**src/rtl/vend_sequencer.sv**
```systemverilog
// Coffee vending sequencer: it keeps the coin credit, accepts drink selections
// and change requests while idle, and steps through the valve sequence of the
// chosen recipe. Every output comes straight from a register.
module vend_sequencer #(
  parameter int PRICE_BLACK = 2,
  parameter int PRICE_CREAM = 3,
  parameter int PRICE_SUGAR = 4,
  parameter int STEP_TICKS  = 100,
  parameter int MONEY_MAX   = 15
) (
  input  logic       CLK,
  input  logic       RST,
  input  logic       Input_Money,
  input  logic       Req_Change,
  input  logic       Click_Black,
  input  logic       Click_Cream,
  input  logic       Click_Cream_Sugar,
  output logic [4:0] Money,
  output logic       Change,
  output logic       Coffee,
  output logic       Water,
  output logic       Cream,
  output logic       Sugar,
  output logic       Busy
);

  typedef enum logic [2:0] {
    S_IDLE, S_COFFEE, S_CREAM, S_SUGAR, S_WATER, S_CHANGE
  } state_t;

  typedef enum logic [1:0] {R_BLACK, R_CREAM, R_SUGAR} recipe_t;

  localparam int STEP_W = (STEP_TICKS > 1) ? $clog2(STEP_TICKS) : 1;
  localparam logic [STEP_W-1:0] STEP_LAST = STEP_W'(STEP_TICKS - 1);
  localparam logic [4:0] MAX_C = 5'(MONEY_MAX);

  state_t            state;
  recipe_t           recipe;
  logic [STEP_W-1:0] step;
  logic [4:0]        credit;

  logic [4:0] credit_inc;   // credit plus one coin, saturated
  logic [4:0] coin_credit;  // credit after this cycle's coin, if any
  logic [4:0] buy_credit;   // credit after paying the selection plus any coin
  logic [4:0] sel_price;
  recipe_t    sel_recipe;
  logic       sel_any;

  // Credit arithmetic and selection decode; the highest-priority click wins.
  always_comb begin
    credit_inc  = (credit >= MAX_C) ? MAX_C : credit + 5'd1;
    coin_credit = Input_Money ? credit_inc : credit;
    sel_any     = 1'b1;
    sel_price   = 5'(PRICE_BLACK);
    sel_recipe  = R_BLACK;
    if (Click_Cream_Sugar) begin
      sel_price  = 5'(PRICE_SUGAR);
      sel_recipe = R_SUGAR;
    end else if (Click_Cream) begin
      sel_price  = 5'(PRICE_CREAM);
      sel_recipe = R_CREAM;
    end else if (!Click_Black) begin
      sel_any = 1'b0;
    end
    // Affordability is judged on the pre-coin credit; the coin lands afterwards.
    buy_credit = credit - sel_price;
    if (Input_Money && buy_credit < MAX_C) buy_credit = buy_credit + 5'd1;
  end

  assign Money = credit;

  // Main sequencer: state, credit, step counter and registered valve/status outputs.
  // NOTE: every register here uses <= so all of them update from the same pre-edge values.
  always_ff @(posedge CLK or posedge RST) begin
    if (RST) begin
      state  <= S_IDLE;
      recipe <= R_BLACK;
      step   <= '0;
      credit <= '0;
      Change <= 1'b0;
      Coffee <= 1'b0;
      Water  <= 1'b0;
      Cream  <= 1'b0;
      Sugar  <= 1'b0;
      Busy   <= 1'b0;
    end else begin
      case (state)
        S_IDLE: begin
          if (Req_Change) begin
            // A change request with no credit is dropped; a coin still counts.
            if (credit != 5'd0) begin
              state  <= S_CHANGE;
              Change <= 1'b1;
              Busy   <= 1'b1;
              credit <= coin_credit - 5'd1;
            end else begin
              credit <= coin_credit;
            end
          end else if (sel_any && credit >= sel_price) begin
            state  <= S_COFFEE;
            recipe <= sel_recipe;
            step   <= '0;
            credit <= buy_credit;
            Coffee <= 1'b1;
            Busy   <= 1'b1;
          end else begin
            credit <= coin_credit;
          end
        end

        S_COFFEE, S_CREAM, S_SUGAR, S_WATER: begin
          credit <= coin_credit;
          if (step != STEP_LAST) begin
            step <= step + STEP_W'(1);
          end else begin
            step   <= '0;
            Coffee <= 1'b0;
            Cream  <= 1'b0;
            Sugar  <= 1'b0;
            Water  <= 1'b0;
            case (state)
              S_COFFEE: begin
                if (recipe == R_BLACK) begin
                  state <= S_WATER;
                  Water <= 1'b1;
                end else begin
                  state <= S_CREAM;
                  Cream <= 1'b1;
                end
              end
              S_CREAM: begin
                if (recipe == R_SUGAR) begin
                  state <= S_SUGAR;
                  Sugar <= 1'b1;
                end else begin
                  state <= S_WATER;
                  Water <= 1'b1;
                end
              end
              S_SUGAR: begin
                state <= S_WATER;
                Water <= 1'b1;
              end
              default: begin
                state <= S_IDLE;
                Busy  <= 1'b0;
              end
            endcase
          end
        end

        S_CHANGE: begin
          // Change doubles as the phase bit: high cycle pays a coin, low cycle rests.
          if (Change) begin
            Change <= 1'b0;
          end else if (credit == 5'd0) begin
            state <= S_IDLE;
            Busy  <= 1'b0;
          end else begin
            Change <= 1'b1;
            credit <= credit - 5'd1;
          end
        end

        default: begin
          state <= S_IDLE;
          Busy  <= 1'b0;
        end
      endcase
    end
  end

endmodule

```
**config.mk**
```make
export PLATFORM = sky130hd
export DESIGN_NAME = vend_sequencer
export DESIGN_NICKNAME = d
export VERILOG_FILES = /design/src/rtl/vend_sequencer.sv
export SDC_FILE = /design/constraint.sdc
export NUM_CORES = 1
export LEC_CHECK = 0
export BUFFER_PORTS_ARGS = -buffer_cell sky130_fd_sc_hd__buf_2
export CORE_ASPECT_RATIO = 2
export CORE_MARGIN = 3
export CORE_UTILIZATION = 60
export CTS_BUF_LIST = sky130_fd_sc_hd__clkbuf_8
export CTS_CLUSTER_SIZE = 24
export DETAILED_ROUTE_END_ITERATION = 7
export GPL_TIMING_DRIVEN = 0
export PLACE_DENSITY = 0.8
export SLEW_MARGIN = 20
export SYNTH_ARGS = -nofsm -noshare
export SYNTH_HDL_FRONTEND = slang
export SYNTH_SLANG_ARGS = --single-unit
```
**constraint.sdc**
```tcl
create_clock -name CLK -period 3.3 [get_ports CLK]
set_input_delay 0.165 -clock CLK [delete_from_list [all_inputs] [get_ports CLK]]
set_output_delay 0.165 -clock CLK [all_outputs]
set_load 0.005 [all_outputs]
```
; ---- After elaboration in Yosys (flattened, before gate mapping)
; Index checks and enable logic that the tools add are counted.
[word_totals]
reg_bits = 23
inputBits = 7
output_inout_bits = 11
[classes]
add_sub_neg = 6
magnitude_cmp = 3
eq_ne = 18
mux = 52
n_bitwise = 2
n_reduce_logical = 19
[op_table]
columns = operator, count
row1 = 5-bit two-way mux, 8
row2 = 3-bit two-way mux, 9
row3 = 1-bit two-way mux, 23
row4 = 7-bit two-way mux, 3
row5 = 2-bit != test (second input constant), 9
row6 = 3-bit case mux with 3 select lines, 2
row7 = 5-bit case mux with 3 select lines, 1
row8 = 7-bit case mux with 2 select lines, 1
row9 = 3-bit AND reduction, 4
row10 = 5-bit by 1-bit adder with 5-bit output (second input constant), 2
row11 = 5-bit by 1-bit subtractor with 5-bit output (second input constant), 2
row12 = 7-bit by 1-bit adder with 7-bit output (second input constant), 1
row13 = 7-bit != test (second input constant), 1
row14 = 3-bit by 2-bit equality test with 1-bit output (second input constant), 2
row15 = 3-bit equality test (second input constant), 2
row16 = 3-bit != test (second input constant), 2
row17 = 1-bit case mux with 3 select lines, 2
row18 = 6-bit AND reduction, 1
row19 = 5-bit by 4-bit greater-or-equal comparator with 1-bit output (second input constant), 1
row20 = 5-bit greater-or-equal comparator, 1
row21 = 5-bit logical NOT, 1
row22 = 5-bit by 4-bit less-than comparator with 1-bit output (second input constant), 1
row23 = 5-bit AND reduction, 1
row24 = 5-bit nonzero test, 1
row25 = 15 further kinds, 19

; ---- Longest topological paths before layout
[logic_depth]
depth_word = 9
mapped_depth = 10
depth_no_buf = 10

; ---- Worst setup path before layout
; No wires, ideal clock.
[synth_timing]
path_type = flip-flop to flip-flop
start = register credit[0] (netlist: Money[0])
end = register credit[0] (netlist: Money[0])
setup_ns = 0.124
arrival_ns = 2.421
required_ns = 3.176
slack_ns = 0.755
stages_incl_launch_ff = 9
path_buffers = 0
synth_period_minus_slack_ns = 2.545
path_cell_list = dfrtp_1 > inv_1 > ha_1 > fa_1 > o21ai_1 > mux2_2 > a311oi_1 > a211oi_1 > a211o_1
[synth_via]
elab_chain_cells = 7
[synth_rtl]
columns = element, line_no
row1 = start: declaration, 40  ; logic [4:0] credit;
row2 = start signal: assignment, 95  ; credit <= coin_credit - 5'd1;
row3 = start signal: assignment, 97  ; credit <= coin_credit;
row4 = start signal: assignment, 103  ; credit <= buy_credit;
row5 = 5-bit by 1-bit adder with 5-bit output (tied with other cells), 51  ; credit_inc = (credit >= MAX_C) ? MAX_C : credit + 5'd1;
row6 = 5-bit two-way mux or 5-bit by 4-bit less-than comparator with 1-bit output (tied branches), "51, 67"
row7 = 5-bit two-way mux or 1-bit logical AND (tied branches), "52, 67"
row8 = 5-bit by 1-bit subtractor with 5-bit output or 5-bit two-way mux (tied branches), "95, 67"
row9 = 5-bit two-way mux (on tied branches), "91, 99"
row10 = 5-bit two-way mux, 89  ; if (Req_Change) begin
row11 = 5-bit case mux with 3 select lines, 87  ; case (state)
; Parallel ways exist; a longest one is shown, timed or not. The select of a mux whose other input is x is not followed.
; A chain may end at the register's enable or synchronous reset.

; ---- Final worst setup path
[layout_timing]
start = register credit[0] (netlist: Money[0])
end = register credit[2] (netlist: Money[2])
; Same word-level chain as after synthesis.

==> metrics list <==
* Result of the run: finished clean
* Top area cells in the synthesized netlist: sky130_fd_sc_hd__dfrtp_1 29%, sky130_fd_sc_hd__ha_1 5.1%, sky130_fd_sc_hd__nor2_1 4.9%, sky130_fd_sc_hd__o21ai_0 4.6%, sky130_fd_sc_hd__nand2_1 4.4%
* Highest Clock Rate: 0.344 GHz
- Leakage power of the design: 0.943 nW
* YS warnings: 0
* Via count: 1965
- Counting every sink on the clock net gives 23.
- The finished cells cover 0.00214 mm2.
* Effective utilization at floorplan: 64.9%
- The mapped netlist covers 0.00198 mm2.
- Number of nets produced by synthesis: 261
* Critical Path Source: Money[0]
* R2R Setup Slk: 390 ps
- H-tree level count: 1
- In this run the remaining antenna-violating nets after routing total 0.
- Ranked by instance count, the synthesized netlist is headed by 26 x sky130_fd_sc_hd__nor2_1, 23 x sky130_fd_sc_hd__dfrtp_1, 23 x sky130_fd_sc_hd__nand2_1, 18 x sky130_fd_sc_hd__o21ai_0, 17 x sky130_fd_sc_hd__a21oi_1.
- In the synthesized netlist the dominant register cell turns out to be sky130_fd_sc_hd__dfrtp_1.
- Critical path data required time: 3490 ps
* Hold_buf cts: 0
- Initial antenna violation count: 0
- STA classifies the critical path startpoint as a register.
* Max-slew violation count: 0
- In this run the tightest slew margin relative to its limit is 40.2%.
- Summed over all layers, the routed wires come to 5.23 mm.
- Aggregate global-route resource usage: 28.9%
- Slew of the pin with the lowest slew margin: 896 ps
* Clock slew at the register clock pins of the worst setup and hold paths: 90 ps
- Via count of the first global-routing pass: 1904
* Number of DRC violations after detailed-routing iteration 0: 52
* Total overflow reported by the global router: 0
- The number of antenna diodes in the final layout is 0.
- Once placement finished, the instance area stood at 0.00209 mm2.
- Areal power density over the cells: 482 mW/mm2
* Type of the worst setup path: reg2reg
* Length in cells of the worst reg-to-reg path: 8
- The filler cells instantiated in the layout total 277.
* First-pass detailed-route iteration total: 4
- Count of flip-flops with a built-in enable after synthesis: 0
- On the final layout, the worst hold slack is 76.1 ps.
- Data arrives at the worst endpoint at 3100 ps.
- Setup violations remaining at the end of the flow were counted as 0.
* Gate count of the mapped netlist: 245
* Master cell of the clock root buffer: sky130_fd_sc_hd__clkbuf_8
- DR DRC count: 0
- The number of clock buffers added by TritonCTS is 3.
- At the placement stage, the worst setup path has a slack of 425 ps.
- Via density: 6.66
- Maximum vdd drop: 0.000409 V
- Chip Height: 87.2 um
- Reg-to-reg startpoint: Money[0]
- The worst path in the final design needs a cycle of 2910 ps, including I/O delays and setup.
- Dividing the detail-routed wire length by the instance count gives 17.7 um.
- Most instantiated library cell after synthesis: sky130_fd_sc_hd__nor2_1
- After synthesis the netlist holds a flip-flop and latch count of 23.
- Counting distinct cell types in the post-synthesis netlist gives 60.
- At the end of routability-driven placement, the weighted congestion stood at 0.876.
* Total Die Area: 0.00406 mm2
- The longest clock path from root to sink contains 2 buffers.
* Number of buffers inserted by port buffering: 16
- Endpoint type of the worst setup path: register
- 18 I/O pins were placed.
* Fraction of final layout cells with drive strength greater than 1: 14.0%
- Number of gates resized after CTS: 0
- The average instance in the mapped netlist occupies 8.07 um2.
* Layout overhead on the synthesized area: 8.29%
* Area share of the leading cell type in the synthesized netlist: 29.1%
- The endpoint identified for the worst register-to-register timing path is Money[2].
* Post-CTS Setup Bufs: 0
- Total count of hold-check failures in the final report: 0
- Cell accounting for the most synthesized area: sky130_fd_sc_hd__dfrtp_1
* Row count: 28
* Proportion of register bits with asynchronous set or reset after synthesis: 100%
- Of all nets on the critical path, the largest fanout is 9.
- Accumulated negative setup slack: 0 ps
* Class of the tightest hold or removal check: in2async
* Setup repair after global routing missed its margin: no
- TritonCTS built the clock tree.
* Post-route setup slack: 391 ps
- Clock skew on the completed layout was measured at 3.42 ps.
* # nets final: 282
- After synthesis, flip-flops and latches occupy 29.1% of the total area.
- Die outline width: 46.6 um
- Pwr Total: 1.03 mW
- The first global-routing pass estimated 8.73 mm of wire.
- Max-cap check violation count: 0
* Placed wire-length estimate after detailed placement: 4.07 mm
- Of the available clock period, the critical path in the final layout requires 88.1%.
* Maximum number of pins on one net before global-route repair: 24
- For the worst-skew pair, the clock arrives at the later sink with an insertion delay of 270 ps.
- Core Footprint: 0.00305 mm2
[worst max path at each step]
| stage | depth (start not counted) | to | slack [ps] |
|---|---|---|---|
| 4_1_cts | 8 | Money[2] | 400 |
| 6_report | 8 | Money[2] | 390 |
| 2_1_floorplan | 8 | Money[0] | 760 |
| 5_1_grt | 8 | Money[2] | 180 |
| 3_5_place_dp | 8 | Money[2] | 430 |
| 3_3_place_gp | 8 | Money[2] | 480 |
[cell families after synthesis]
family,Yosys count,synth area share (%)
adder cells (fa/ha/maj),9,6.08
buffers and inverters,22,5.44
flip-flops,23,29.1
XOR/XNOR,11,4.87
AND/OR/NAND/NOR,95,25.1
AO/OA/AOI/OAI,82,27.8
multiplexers,3,1.65
[per-layer routing]
| layer | vias up | track usage (%) | routed length [um] |
|---|---|---|---|
| met5 | - | 0 | 0 |
| met4 | 0 | 16.1 | 223 |
| met3 | 15 | 2.07 | 181 |
| met2 | 59 | 51.9 | 2910 |
| met1 | 953 | 30.9 | 1910 |
| li1 | 938 | - | - |
[power by group]
part           switching [mW]  internal [mW]  total [mW]
combinational           0.313          0.212       0.525
sequential             0.0324          0.293       0.325
clock                  0.0964         0.0845       0.181
total                   0.442          0.590        1.03
[metrics by stage]
step / cells / utilization [%]
after floorplan: 245 / -
after global placement: 291 / 68.7
after detailed placement: 291 / 68.7
after CTS: 295 / 70.2
after global routing: 295 / 70.2
final: 295 / 70.2
[final cells by class]
type / count / area, um2 / area share [%]
Clock buffer: 3 / 41.3 / 1.93
Timing Repair Buffer: 16 / 80.1 / 3.74
Tap cell: 30 / 37.5 / 1.75
Sequential cell: 23 / 576 / 26.9
Buffer: 10 / 62.6 / 2.92
Multi-Input combinational cell: 200 / 1290 / 60.4
Inverter: 12 / 45.0 / 2.10
Clock inverter: 1 / 5.00 / 0.234
[worst max-delay path: stages, from the launching register on]
cell,delay (ps)
sky130_fd_sc_hd__dfrtp_1,520
sky130_fd_sc_hd__inv_1,190
sky130_fd_sc_hd__ha_1,270
sky130_fd_sc_hd__fa_1,430
sky130_fd_sc_hd__o21ai_1,320
sky130_fd_sc_hd__mux2i_1,410
sky130_fd_sc_hd__a21oi_1,120
sky130_fd_sc_hd__a311o_1,380
sky130_fd_sc_hd__a32oi_1,200
[placed cells by master (no fill, tap or decap), drive strengths merged, types with 4 or more instances in the layout]
cell    netlist  routed
clkbuf        2       5
o211ai        5       5
nand2        23      23
nor2         27      27
a211oi        5       5
nor2b         6       6
nand3b        4       4
o21ai        22      22
inv          12      12
ha            8       8
o22ai         5       5
xnor2         8       8
nand3         7       7
dfrtp        23      23
a31oi         6       6
nand2b        5       5
nor3          4       4
a21oi        17      17
buf           8      24
[flip-flops by register name (all words and copies together) (netlist names)]
name and cells:
Busy 1, Change 1, Coffee 1, Cream 1, Money 5, Sugar 1, Water 1, recipe 2
state 3, step 7
Note: power is estimated with default switching activity, not from simulation.
